File: config.mk
export PLATFORM = sky130hd
export DESIGN_NAME = ltc2311_sample_scheduler
export DESIGN_NICKNAME = d
export VERILOG_FILES = /design/src/rtl/ltc2311_pkg.sv /design/src/rtl/ltc2311_sample_fifo.sv /design/src/rtl/ltc2311_sample_scheduler.sv
export SDC_FILE = /design/constraint.sdc
export NUM_CORES = 1
export LEC_CHECK = 0
export ABC_AREA = 0
export ABC_CLOCK_PERIOD_IN_PS = 4750
export CORE_ASPECT_RATIO = 0.6
export CORE_UTILIZATION = 40
export CTS_CLUSTER_SIZE = 28
export DETAILED_ROUTE_END_ITERATION = 12
export PLACE_DENSITY = 0.59
export SLEW_MARGIN = 20
export SYNTH_ARGS = -nofsm -noshare
export SYNTH_HDL_FRONTEND = slang
export SYNTH_SLANG_ARGS = --single-unit
File: constraint.sdc
create_clock -name clk -period 4.75 [get_ports clk]
set_clock_uncertainty 0.05 [all_clocks]
set_input_delay 0.475 -clock clk [delete_from_list [all_inputs] [get_ports clk]]
set_output_delay 0.475 -clock clk [all_outputs]
set_load 0.02 [all_outputs]
File: src/rtl/ltc2311_pkg.sv
// Shared types and constants for the LTC2311 sample scheduler slice.
package ltc2311_pkg;

  localparam int ADC_DATA_W     = 16;
  // Request-to-data_valid latency of the companion reader block.
  localparam int LTC2311_CYCLES = 21;

  typedef enum logic [0:0] {
    IDLE      = 1'b0,
    WAIT_DONE = 1'b1
  } sched_state_t;

endpackage

File: src/rtl/ltc2311_sample_fifo.sv
// First-word-fall-through sample FIFO; head is visible on rdata whenever not empty.
module ltc2311_sample_fifo
#(
  parameter int DEPTH = 8,
  parameter int WIDTH = 16
) (
  input  logic                     clk,
  input  logic                     reset_n,
  input  logic                     push,
  input  logic [WIDTH-1:0]         wdata,
  input  logic                     pop,
  output logic [WIDTH-1:0]         rdata,
  output logic                     full,
  output logic                     empty,
  output logic [$clog2(DEPTH):0]   level
);

  localparam int AW = $clog2(DEPTH);

  logic [WIDTH-1:0] mem [DEPTH];
  logic [AW:0]      wr_ptr_q, wr_ptr_d;
  logic [AW:0]      rd_ptr_q, rd_ptr_d;
  logic             push_ok;
  logic             pop_ok;

  assign level = wr_ptr_q - rd_ptr_q;
  assign full  = (level == (AW+1)'(DEPTH));
  assign empty = (level == '0);

  // A push into a full FIFO only lands when the head leaves in the same cycle.
  assign pop_ok  = pop && !empty;
  assign push_ok = push && (!full || pop_ok);

  always_comb begin
    wr_ptr_d = wr_ptr_q;
    rd_ptr_d = rd_ptr_q;
    if (push_ok) wr_ptr_d = wr_ptr_q + (AW+1)'(1);
    if (pop_ok)  rd_ptr_d = rd_ptr_q + (AW+1)'(1);
  end

  always_ff @(posedge clk or negedge reset_n) begin
    if (!reset_n) begin
      wr_ptr_q <= '0;
      rd_ptr_q <= '0;
    end else begin
      wr_ptr_q <= wr_ptr_d;
      rd_ptr_q <= rd_ptr_d;
    end
  end

  always_ff @(posedge clk) begin
    if (push_ok) mem[wr_ptr_q[AW-1:0]] <= wdata;
  end

  assign rdata = empty ? '0 : mem[rd_ptr_q[AW-1:0]];

endmodule

File: src/rtl/ltc2311_sample_scheduler.sv
// Issues LTC2311 reader requests from a period timer or single-shot and
// buffers returned samples for a valid/ready consumer.
module ltc2311_sample_scheduler
  import ltc2311_pkg::*;
#(
  parameter int PERIOD_W   = 16,
  parameter int FIFO_DEPTH = 8,
  parameter int TIMEOUT    = 64
) (
  input  logic                          clk,
  input  logic                          reset_n,
  input  logic                          enable,
  input  logic [PERIOD_W-1:0]           period,
  input  logic                          single_shot,
  input  logic                          clr_flags,
  output logic                          rd_read,
  input  logic                          rd_busy,
  input  logic                          rd_valid,
  input  logic [ADC_DATA_W-1:0]         rd_data,
  output logic                          m_valid,
  input  logic                          m_ready,
  output logic [ADC_DATA_W-1:0]         m_data,
  output logic [$clog2(FIFO_DEPTH):0]   fifo_level,
  output logic                          overrun,
  output logic                          timeout_err
);

  localparam int WDW = $clog2(TIMEOUT + 1);

  // Period timer
  logic [PERIOD_W-1:0] cnt_q, cnt_d;
  logic [PERIOD_W-1:0] cnt_cur;
  logic [PERIOD_W-1:0] reload_val;
  logic                load_q, load_d;
  logic                tick;

  // Request flag, controller and sticky flags
  logic                pending_q, pending_d;
  sched_state_t        state_q, state_d;
  logic                rd_read_q, rd_read_d;
  logic [WDW-1:0]      wd_q, wd_d;
  logic                overrun_q, overrun_d;
  logic                timeout_err_q, timeout_err_d;
  logic                issue;
  logic                push;
  logic                pop;
  logic                timeout_hit;
  logic                fifo_full;
  logic                fifo_empty;

  assign reload_val = (period == '0) ? '0 : period - PERIOD_W'(1);

  // load_q stands in for "counter holds period-1" right after reset, so the
  // reset value of the counter itself can stay a constant.
  assign cnt_cur = load_q ? reload_val : cnt_q;
  assign tick    = enable && (cnt_cur == '0);

  always_comb begin
    load_d = 1'b0;
    cnt_d  = cnt_cur;
    if (!enable || cnt_cur == '0) cnt_d = reload_val;
    else                          cnt_d = cnt_cur - PERIOD_W'(1);
  end

  assign issue = (state_q == IDLE) && pending_q && !rd_busy;

  // Consuming the flag wins over a coincident request, which is coalesced.
  always_comb begin
    pending_d = pending_q;
    if (issue)                    pending_d = 1'b0;
    else if (tick || single_shot) pending_d = 1'b1;
  end

  always_comb begin
    state_d     = state_q;
    rd_read_d   = 1'b0;
    wd_d        = wd_q;
    push        = 1'b0;
    timeout_hit = 1'b0;
    case (state_q)
      IDLE: begin
        if (issue) begin
          rd_read_d = 1'b1;
          wd_d      = '0;
          state_d   = WAIT_DONE;
        end
      end
      WAIT_DONE: begin
        wd_d = wd_q + WDW'(1);
        if (rd_valid) begin
          push    = 1'b1;
          state_d = IDLE;
        end else if (wd_q == WDW'(TIMEOUT - 1)) begin
          timeout_hit = 1'b1;
          state_d     = IDLE;
        end
      end
      default: state_d = IDLE;
    endcase
  end

  assign pop = m_valid && m_ready;

  always_comb begin
    overrun_d     = (push && fifo_full && !pop) || (overrun_q && !clr_flags);
    timeout_err_d = timeout_hit || (timeout_err_q && !clr_flags);
  end

  always_ff @(posedge clk or negedge reset_n) begin
    if (!reset_n) begin
      state_q   <= IDLE;
      rd_read_q <= 1'b0;
      wd_q      <= '0;
    end else begin
      state_q   <= state_d;
      rd_read_q <= rd_read_d;
      wd_q      <= wd_d;
    end
  end

  always_ff @(posedge clk or negedge reset_n) begin
    if (!reset_n) begin
      cnt_q         <= '0;
      load_q        <= 1'b1;
      pending_q     <= 1'b0;
      overrun_q     <= 1'b0;
      timeout_err_q <= 1'b0;
    end else begin
      cnt_q         <= cnt_d;
      load_q        <= load_d;
      pending_q     <= pending_d;
      overrun_q     <= overrun_d;
      timeout_err_q <= timeout_err_d;
    end
  end

  ltc2311_sample_fifo #(
    .DEPTH (FIFO_DEPTH),
    .WIDTH (ADC_DATA_W)
  ) u_fifo (
    .clk     (clk),
    .reset_n (reset_n),
    .push    (push),
    .wdata   (rd_data),
    .pop     (pop),
    .rdata   (m_data),
    .full    (fifo_full),
    .empty   (fifo_empty),
    .level   (fifo_level)
  );

  assign m_valid     = !fifo_empty;
  assign rd_read     = rd_read_q;
  assign overrun     = overrun_q;
  assign timeout_err = timeout_err_q;

endmodule
==> results of run 1 <==
synth_stat cells (all sizes together) (3+ instances only):
cell type and instances:
a211o 3, a211oi 4, a21o 4, a21oi 26, a221oi 4, a31oi 8
and2 3, buf 16, clkbuf 26, dfrtp 36, edfxtp 128, ha 9
inv 21, mux2i 6, mux4 32, nand2 70, nand2b 4, nand3 19
nand4 7, nor2 36, nor2b 4, nor3 21, nor4 12, o211ai 4
o21ai 25, o22ai 4, o31a 3, o31ai 7, or2 4, or3 7
or4 7, xnor2 20, xor2 7
stage by stage:
stage                     cell area (um2)  cells  utilization (%)  power (mW)  hold slack (ns)
after CTS                            9610    966             49.7        5.34            0.160
after detailed placement             9020    934             46.7        3.95            0.429
after global placement               9020    934             46.7        3.91            0.424
final                                9610    966             49.7        5.28            0.126
after floorplan                      8040    623                -        3.11            0.129
after global routing                 9610    966             49.7        5.56            0.208
final cells by class:
cell class	count	area, um2	share of cell area [%]
clock inverter	13	158	1.64
multi-input combinational	394	3030	31.5
sequential	165	4770	49.6
inverter	22	82.6	0.859
timing repair buffer	87	806	8.38
tap	266	333	3.46
clock buffer	19	433	4.50
power by group through the flow:
stage | Combinational, mW | Sequential, mW | Clock [mW]
2_1_floorplan | 1.30 | 1.81 | 0
3_3_place_gp | 2.07 | 1.84 | 0
5_1_grt | 2.25 | 1.84 | 1.46
6_report | 2.08 | 1.82 | 1.38
3_5_place_dp | 2.09 | 1.85 | 0
4_1_cts | 2.11 | 1.82 | 1.41
cell usage in the layout, fill, tap and decap left out, types with 3 or more instances in the layout:
cell type	count
o31ai_1	7
dfrtp_1	35
mux2i_1	6
nor2_1	34
buf_4	24
xnor2_1	20
edfxtp_1	128
nor3_1	13
o22ai_1	4
clkbuf_16	17
nand2b_1	4
a221oi_2	3
ha_1	9
nand3_1	19
clkinv_1	3
o31a_1	3
clkinv_4	3
nor2b_1	4
and2_1	3
clkdlybuf4s50_1	62
a21oi_1	26
xor2_1	7
a21o_1	4
nand4_1	7
bufinv_16	3
or3_1	7
or2_2	4
nand2_1	70
o21ai_0	22
a31oi_1	6
o211ai_1	3
or4_1	6
inv_1	21
nor3_2	8
a211o_1	3
nor4_1	11
mux4_2	32
worst max-delay path, cell delays in order:
cell,delay (ns)
clkdlybuf4s50_1,0.53
inv_1,0.11
ha_1,0.16
or4b_2,0.61
nor4_2,0.49
nor2_1,0.12
mux2i_1,0.27
ha_1,0.30
inv_1,0.09
a31oi_2,0.22
o21ai_0,0.21
or2_2,0.37
xor2_1,0.15
a222oi_1,0.27
logic make-up after synthesis:
kind of cell / Yosys count
adders and majority gates: 10
and+or+nand+nor: 206
xor gates and xnor gates: 27
DFF: 165
muxes: 39
AOI/OAI and AO/OA: 111
buffers and inverters: 64
other: 1
state kept, by name, summed over array words and instances, names as in the netlist, 4 cells and up:
register	count
u_fifo.rd_ptr_q	4
cnt_q	16
u_fifo.wr_ptr_q	4
wd_q	7
u_fifo.mem	128
worst paths after layout:
path | from | end | slack, ns | depth (start not counted)
worst max-delay path | period[1] | cnt_q[6] | 0.61 | 14
worst min-delay path | reset_n | wd_q[2] | 0.13 | 1
worst max register to register | u_fifo.wr_ptr_q[0] | u_fifo.mem[6][3] | 1.20 | 11
worst min register to register | u_fifo.rd_ptr_q[3] | u_fifo.rd_ptr_q[3] | 0.44 | 1
max in group asynchronous | reset_n | u_fifo.rd_ptr_q[0] | 3.89 | 1
min in group clk | u_fifo.rd_ptr_q[3] | u_fifo.rd_ptr_q[3] | 0.44 | 1
routing by layer:
metal  global-route usage [%]  wire length (um)  vias up
met2                     27.8              8280      165
met5                        0                 0        -
met4                     4.19               164        0
met1                     30.6              9680     2755
met3                     4.38               971       13
li1                         -                 -     2511
==> summary.md, run 1 <==
Share of the synthesized netlist area taken by xor and xnor gates: 2.94%. During I/O placement, the number of pins put on the boundary was 64. The run finished with clean final reports. The part of the power in the clock network is 26.1%. Global routing consumed, over all layers together, 19.6% of the routing resources. The final routed wire length divided by cell count came out at 19.8 um.

For the buffer depth of the longest clock path, the log shows 2. The congestion estimate from routability-driven global placement came to 0.865. The length of the first detailed-routing pass in iterations came out at 5.

The number of storage elements in the synthesis netlist works out to 165. In this run, flip-flops and latches consume 34.5% of the power. In the post-route analysis, the smallest setup slack over all paths is 0.612 ns. Once detail routing completed, the nets flagged for antenna violations numbered 0.

At the worst endpoint, the required time is 5.01 ns. Counting flops with an async set or reset pin after synthesis yields a share of 22.4%. The area fraction in compound gates after synthesis works out to 9.92%. The number of DRC markers after the initial detailed-route iteration is 485, and the net switching power is 1.80 mW. Static timing analysis puts the maximum clock frequency at 242 MHz.

Compared with the post-synthesis result, the final layout area differs by 19.6%. The reported leakage power was 3.33 nW. Entering global routing, the biggest net connects 51 pins.

For the final routed database, the setup TNS stands at 0 ns. The tools report the data arrival at the endpoint of the critical path as 4.40 ns. Clock-pin slew was measured on the worst setup and hold paths at 0.06 ns.

Summed over all instances, the cell type with the most area after synthesis is edfxtp_1. The number of enable-type register cells in the synthesized netlist works out to 128. For this run the aggregate overflow at the end of global routing stands at 0. By area, the combinational part of the netlist is dominated by simple AND/OR/NAND/NOR gates. The count of endpoints failing setup in the final report is 0, and the total core area is 0.0193 mm2. Number of global-route vias before repair: 5368. Number of port buffers: 63.

In this run the number of H-tree levels came out at 4. The cell at the root of the clock tree is clkbuf_16. In the post-synthesis netlist, the biggest area contributors are edfxtp_1 48%, dfrtp_1 11%, mux4_2 9.0%. After clock tree synthesis, the repair step resized 0 gates. The run gives 39.3% as the logic gate share of total power. The area share of the largest cell type after synthesis was 47.8%.

TritonCTS built the clock tree. Of the cells placed in the final design, the portion with a size suffix greater than 1 is 17.0%. The number of different library cells in the post-synthesis netlist was 74.

The run gives 0.444 mV as the worst voltage drop across the vdd grid. The tools report the number of pins with negative max-slew slack in the final report as 0. The average vias per placed instance was 5.64. Number of antenna violations at the first check in global routing: 0. Counting the fill cells in the layout gives 1656. The final layout contains routed wiring with a total length of 19100 um. Wire length of the first global-routing pass: 30100 um.

Setup repair after global routing left no endpoint under its margin. The worst setup path is of the input port to flip-flop kind. A synthesized cell averages 12.9 um2.

The number of antenna diodes in the final layout is 0. The headroom to the max-slew limit is 38.2%. Across the run, the number of max-cap violations was 0. The mux share of post-synthesis cell area was 9.86%. The power density over the cells works out to 549 mW/mm2. The worst setup path is launched from an input port. Internal power comes to 3.48 mW. The run gives 0.0207 mm2 as the area enclosed by the die boundary. The worst setup path is captured at a flip-flop.

Clock tree synthesis inserted a total of 17 buffers. Via count: 5444. The run gives 0 as the number of hold buffers added after CTS. The most used flip-flop cell after synthesis was edfxtp_1.

In this run the vertical extent of the chip is 112 um. Counting every instance in the synthesized netlist gives 623. The sequential-to-total area share from yosys stat is 59.4%. After detailed routing, the number of remaining DRC violations is 0. The worst path uses 87.1% of the clock period. The tools report the number of synthesis warnings as 0. At the later pin of the worst-skew pair, clock insertion delay measures 0.42 ns. The smallest clock period supported by the final layout is computed as 4.14 ns.

The number of nets in the synthesized netlist is 673. The type of the tightest min-delay check is input port to asynchronous set/reset pin. Of the total synthesized cell area, the portion taken by AND, OR, NAND and NOR gates is 12.8%.

The cell row count was 39. Of all nets on the critical path, the largest fanout is 9. Net switching is 34.2% of the power.

After the last flow step, the layout net total stands at 737. The hold violation total from the final report came out at 0. For the setup slack after placement, the log shows 0.233 ns. Measured along the x axis, the die boundary spans 185 um. The number of setup buffers added after CTS came out at 0.

After synthesis the cells add up to 0.00804 mm2. Initial standard-cell utilization of the core: 41.6%. The area share of fa/ha/maj cells after synthesis is 1.65%. The clock sink count was 165. Slew of the pin with the lowest slew margin: 0.919 ns. The placed wire-length estimate after detailed placement is 12300 um.
No activity file was read; power rests on OpenSTA's default activity.
==> run 2, diff against run 1 <==
--- a/config.mk
+++ b/config.mk
@@ -8,6 +8,7 @@
 export ABC_AREA = 0
 export ABC_CLOCK_PERIOD_IN_PS = 4750
 export CORE_ASPECT_RATIO = 0.6
+export CORE_MARGIN = 2
 export CORE_UTILIZATION = 40
 export CTS_CLUSTER_SIZE = 28
 export DETAILED_ROUTE_END_ITERATION = 12
==> summary.md, run 2 (synthesized netlist as in run 1, its figures left out) <==
The flow ran to the end, and the final reports show no timing, DRC or antenna violations. Number of remaining DRC errors: 0 (unchanged). The power density over the cells is 541 mW/mm2 (-1.5%), and the count of filler cells inserted in the layout is 1730 (+4.5%). The max-capacitance violation count was 0 (unchanged). The setup slack after placement was 0.378 ns (+0.145 ns); the count of pins on the block boundary was 64 (unchanged). The clock sink count is 165 (unchanged), and the required time of the critical path is 4.22 ns (-0.79 ns).

Setup repair after global routing left no endpoint under its margin. The run gives 2 (unchanged) as the buffer depth of the longest clock path. The number of cells in the design after placement was 941 (+0.75%); the slew of the pin with the lowest slew margin was 0.924 ns (+0.00519 ns). The flip-flop count of the largest register after layout is 128 (unchanged). The biggest fanout along the worst timing path was 17 (+8); the share of the cycle needed by the critical path after routing was 88.8% (+1.7 points). The run gives 40 (+2.6%) as the cell row count. Leaving out fill and tap cells, the most frequent cells in the layout are 128 x edfxtp_1, 70 x nand2_1, 62 x clkdlybuf4s50_1.

The area enclosed by the die boundary is 0.0213 mm2 (+2.9%), and the wire length of the first global-routing pass is 29400 um (-2.3%). The type of element capturing the critical path was an output port. The height of the die works out to 114 um (+1.8%).

For the count of endpoints failing setup in the final report, the log shows 0 (unchanged). The length of the first detailed-routing pass in iterations is 6 (+1), and the number of hold buffers added after CTS is 0 (unchanged). The quantity of gates resized following cts was 0 (unchanged); the average vias per placed instance was 5.58 (-0.99%).

The worst hold slack is 0.127 ns (+0.000437 ns), and the number of pins with negative max-slew slack in the final report is 0 (unchanged). The overall die width is 187 um (+1.1%), and the area of the multi-input gates is 0.00303 mm2 (unchanged). For the final wirelength, the log shows 19000 um (-0.37%). The tools report the sum of overflow across all layers after global routing as 0 (unchanged). The most numerous cell on the critical path is inv_1. The largest individual stage delay along the critical path comes from the cell dfrtp_1.

The total CTS buffers came out at 17 (unchanged). The number of antenna violations at the first check in global routing was 0 (unchanged); the post-route minimum period was 4.22 ns (+0.0796 ns). Clock edge transition at the registers on the reported setup and hold paths: 0.06 ns (about the same). The number of port buffers is 63 (unchanged), and the pin count of the biggest net entering global routing is 51 (unchanged).

The antenna diode count is 0 (unchanged), and the data arrival at the endpoint of the critical path is 3.69 ns (-0.71 ns). The routability congestion estimate is 0.911 (+5.4%), and the total area of sequential cells is 0.00477 mm2 (unchanged). The run gives 0.42 ns (about the same) as the source-to-sink clock delay at the later pin of the worst-skew pair. The worst-case setup margin in the final layout was 0.532 ns (-0.0796 ns); the number of DRC markers after the initial detailed-route iteration was 597 (+23%). TritonCTS built the clock tree. The headroom to the max-slew limit was 37.8% (-0.35 points). The tools report the remaining antenna violation count after routing as 0 (unchanged). The tools report the hold violation total from the final report as 0 (unchanged). The worst hold path belongs to the class input port to asynchronous set/reset pin. For the H-tree depth, the log shows 4 (unchanged). The tools report the post-layout net count as 737 (unchanged). The reported leakage power came out at 3.30 nW (-1.0%). CTS placed an instance of clkbuf_16 at the clock tree root. The layout overhead on the synthesized area was 19.1%; the number of global-route vias before repair was 5261 (-2.0%). The signal on the critical path passes through inv_1 -> ha_1 -> a21o_1 -> a21oi_1 -> xnor2_1 -> nor2_1 -> buf_4 -> inv_1 -> clkdlybuf4s50_1. The run gives 48.2% (-1.6 points) as the final design utilization.

The placed wire-length estimate after detailed placement was 12700 um (+2.9%); the initial standard-cell utilization of the core was 40.4% (-1.1 points). The classification of the worst setup path was flip-flop to output port. The fraction of final layout cells with drive strength greater than 1 works out to 16.9% (-0.14 points). STA classifies the critical path startpoint as a flip-flop. The worst voltage drop across the vdd grid came out at 0.266 mV (-40%).

The library cell used most frequently in the layout, excluding fill and tap cells, is edfxtp_1. The number of setup buffers added after CTS was 0 (unchanged); the non-filler instance count after layout was 973 (+0.72%). The via count is 5429 (-0.28%), and the stage delay of the slowest cell on the critical path is 0.88 ns (+0.27 ns). Total global-route track usage: 18.3% (-1.3 points).

The post-route setup TNS was 0 ns (unchanged); the final routed wire length divided by cell count was 19.6 um (-1.1%). For the total core area, the log shows 0.0199 mm2 (+2.8%). The maximum clock rate was 237 MHz (-1.9%).
-- run 2: cell count changes in the layout (fill, tap and decap cells not counted) --
cell        previous run  this run
bufinv_16              3         1
clkbuf_1               2         3
clkinv_2               2         1
clkinv_4               3         2
clkinvlp_4             2         5
-- run 2: worst paths after layout --
kind / start / slack, ns / depth (start not counted) / endpoint
max: u_fifo.rd_ptr_q[1] / 0.53 / 9 / m_valid
min: reset_n / 0.13 / 1 / cnt_q[1]
max reg2reg: u_fifo.rd_ptr_q[1] / 0.99 / 10 / u_fifo.mem[5][14]
min reg2reg: u_fifo.rd_ptr_q[3] / 0.44 / 1 / u_fifo.rd_ptr_q[3]
max in group asynchronous: reset_n / 3.88 / 1 / u_fifo.rd_ptr_q[0]
min in group clk: u_fifo.rd_ptr_q[3] / 0.44 / 1 / u_fifo.rd_ptr_q[3]
-- run 2: power breakdown --
part | switching (mW) | internal, mW
clock network | 0.557 | 0.719
registers | 0.133 | 1.72
logic | 1.12 | 0.932
-- run 2: critical path, delay by kind of cell, from the launching register on --
family                   cells  cell delay [ns]
flip-flops                   1             0.88
adder cells (fa/ha/maj)      1             0.32
XOR/XNOR                     1             0.17
AND/OR/NAND/NOR              1             0.42
AO/OA/AOI/OAI                2             0.38
buffers and inverters        4             1.08
-- run 2: stage by stage --
stage | power [mW] | area [um2]
6_report | 5.18 | 9570
5_1_grt | 5.45 | 9570
4_1_cts | 5.25 | 9570
3_5_place_dp | 3.95 | 9030
3_3_place_gp | 3.93 | 9030
2_1_floorplan | 3.11 | 8040
-- run 2: layer usage --
metal	vias up	GRT usage, %	part of all wire, %
li1	2504	-	-
met5	-	0	0
met3	13	4.49	5.7
met4	0	4.60	0.79
met2	160	27.0	44
met1	2752	27.3	49
-- run 2: area by class of cell --
type                       count  share of cell area, %
tap                          273                   3.57
multi-input combinational    394                   31.6
timing repair buffer          87                   8.42
clock buffer                  20                   4.56
clock inverter                12                   1.11
sequential                   165                   49.8
inverter                      22                  0.863
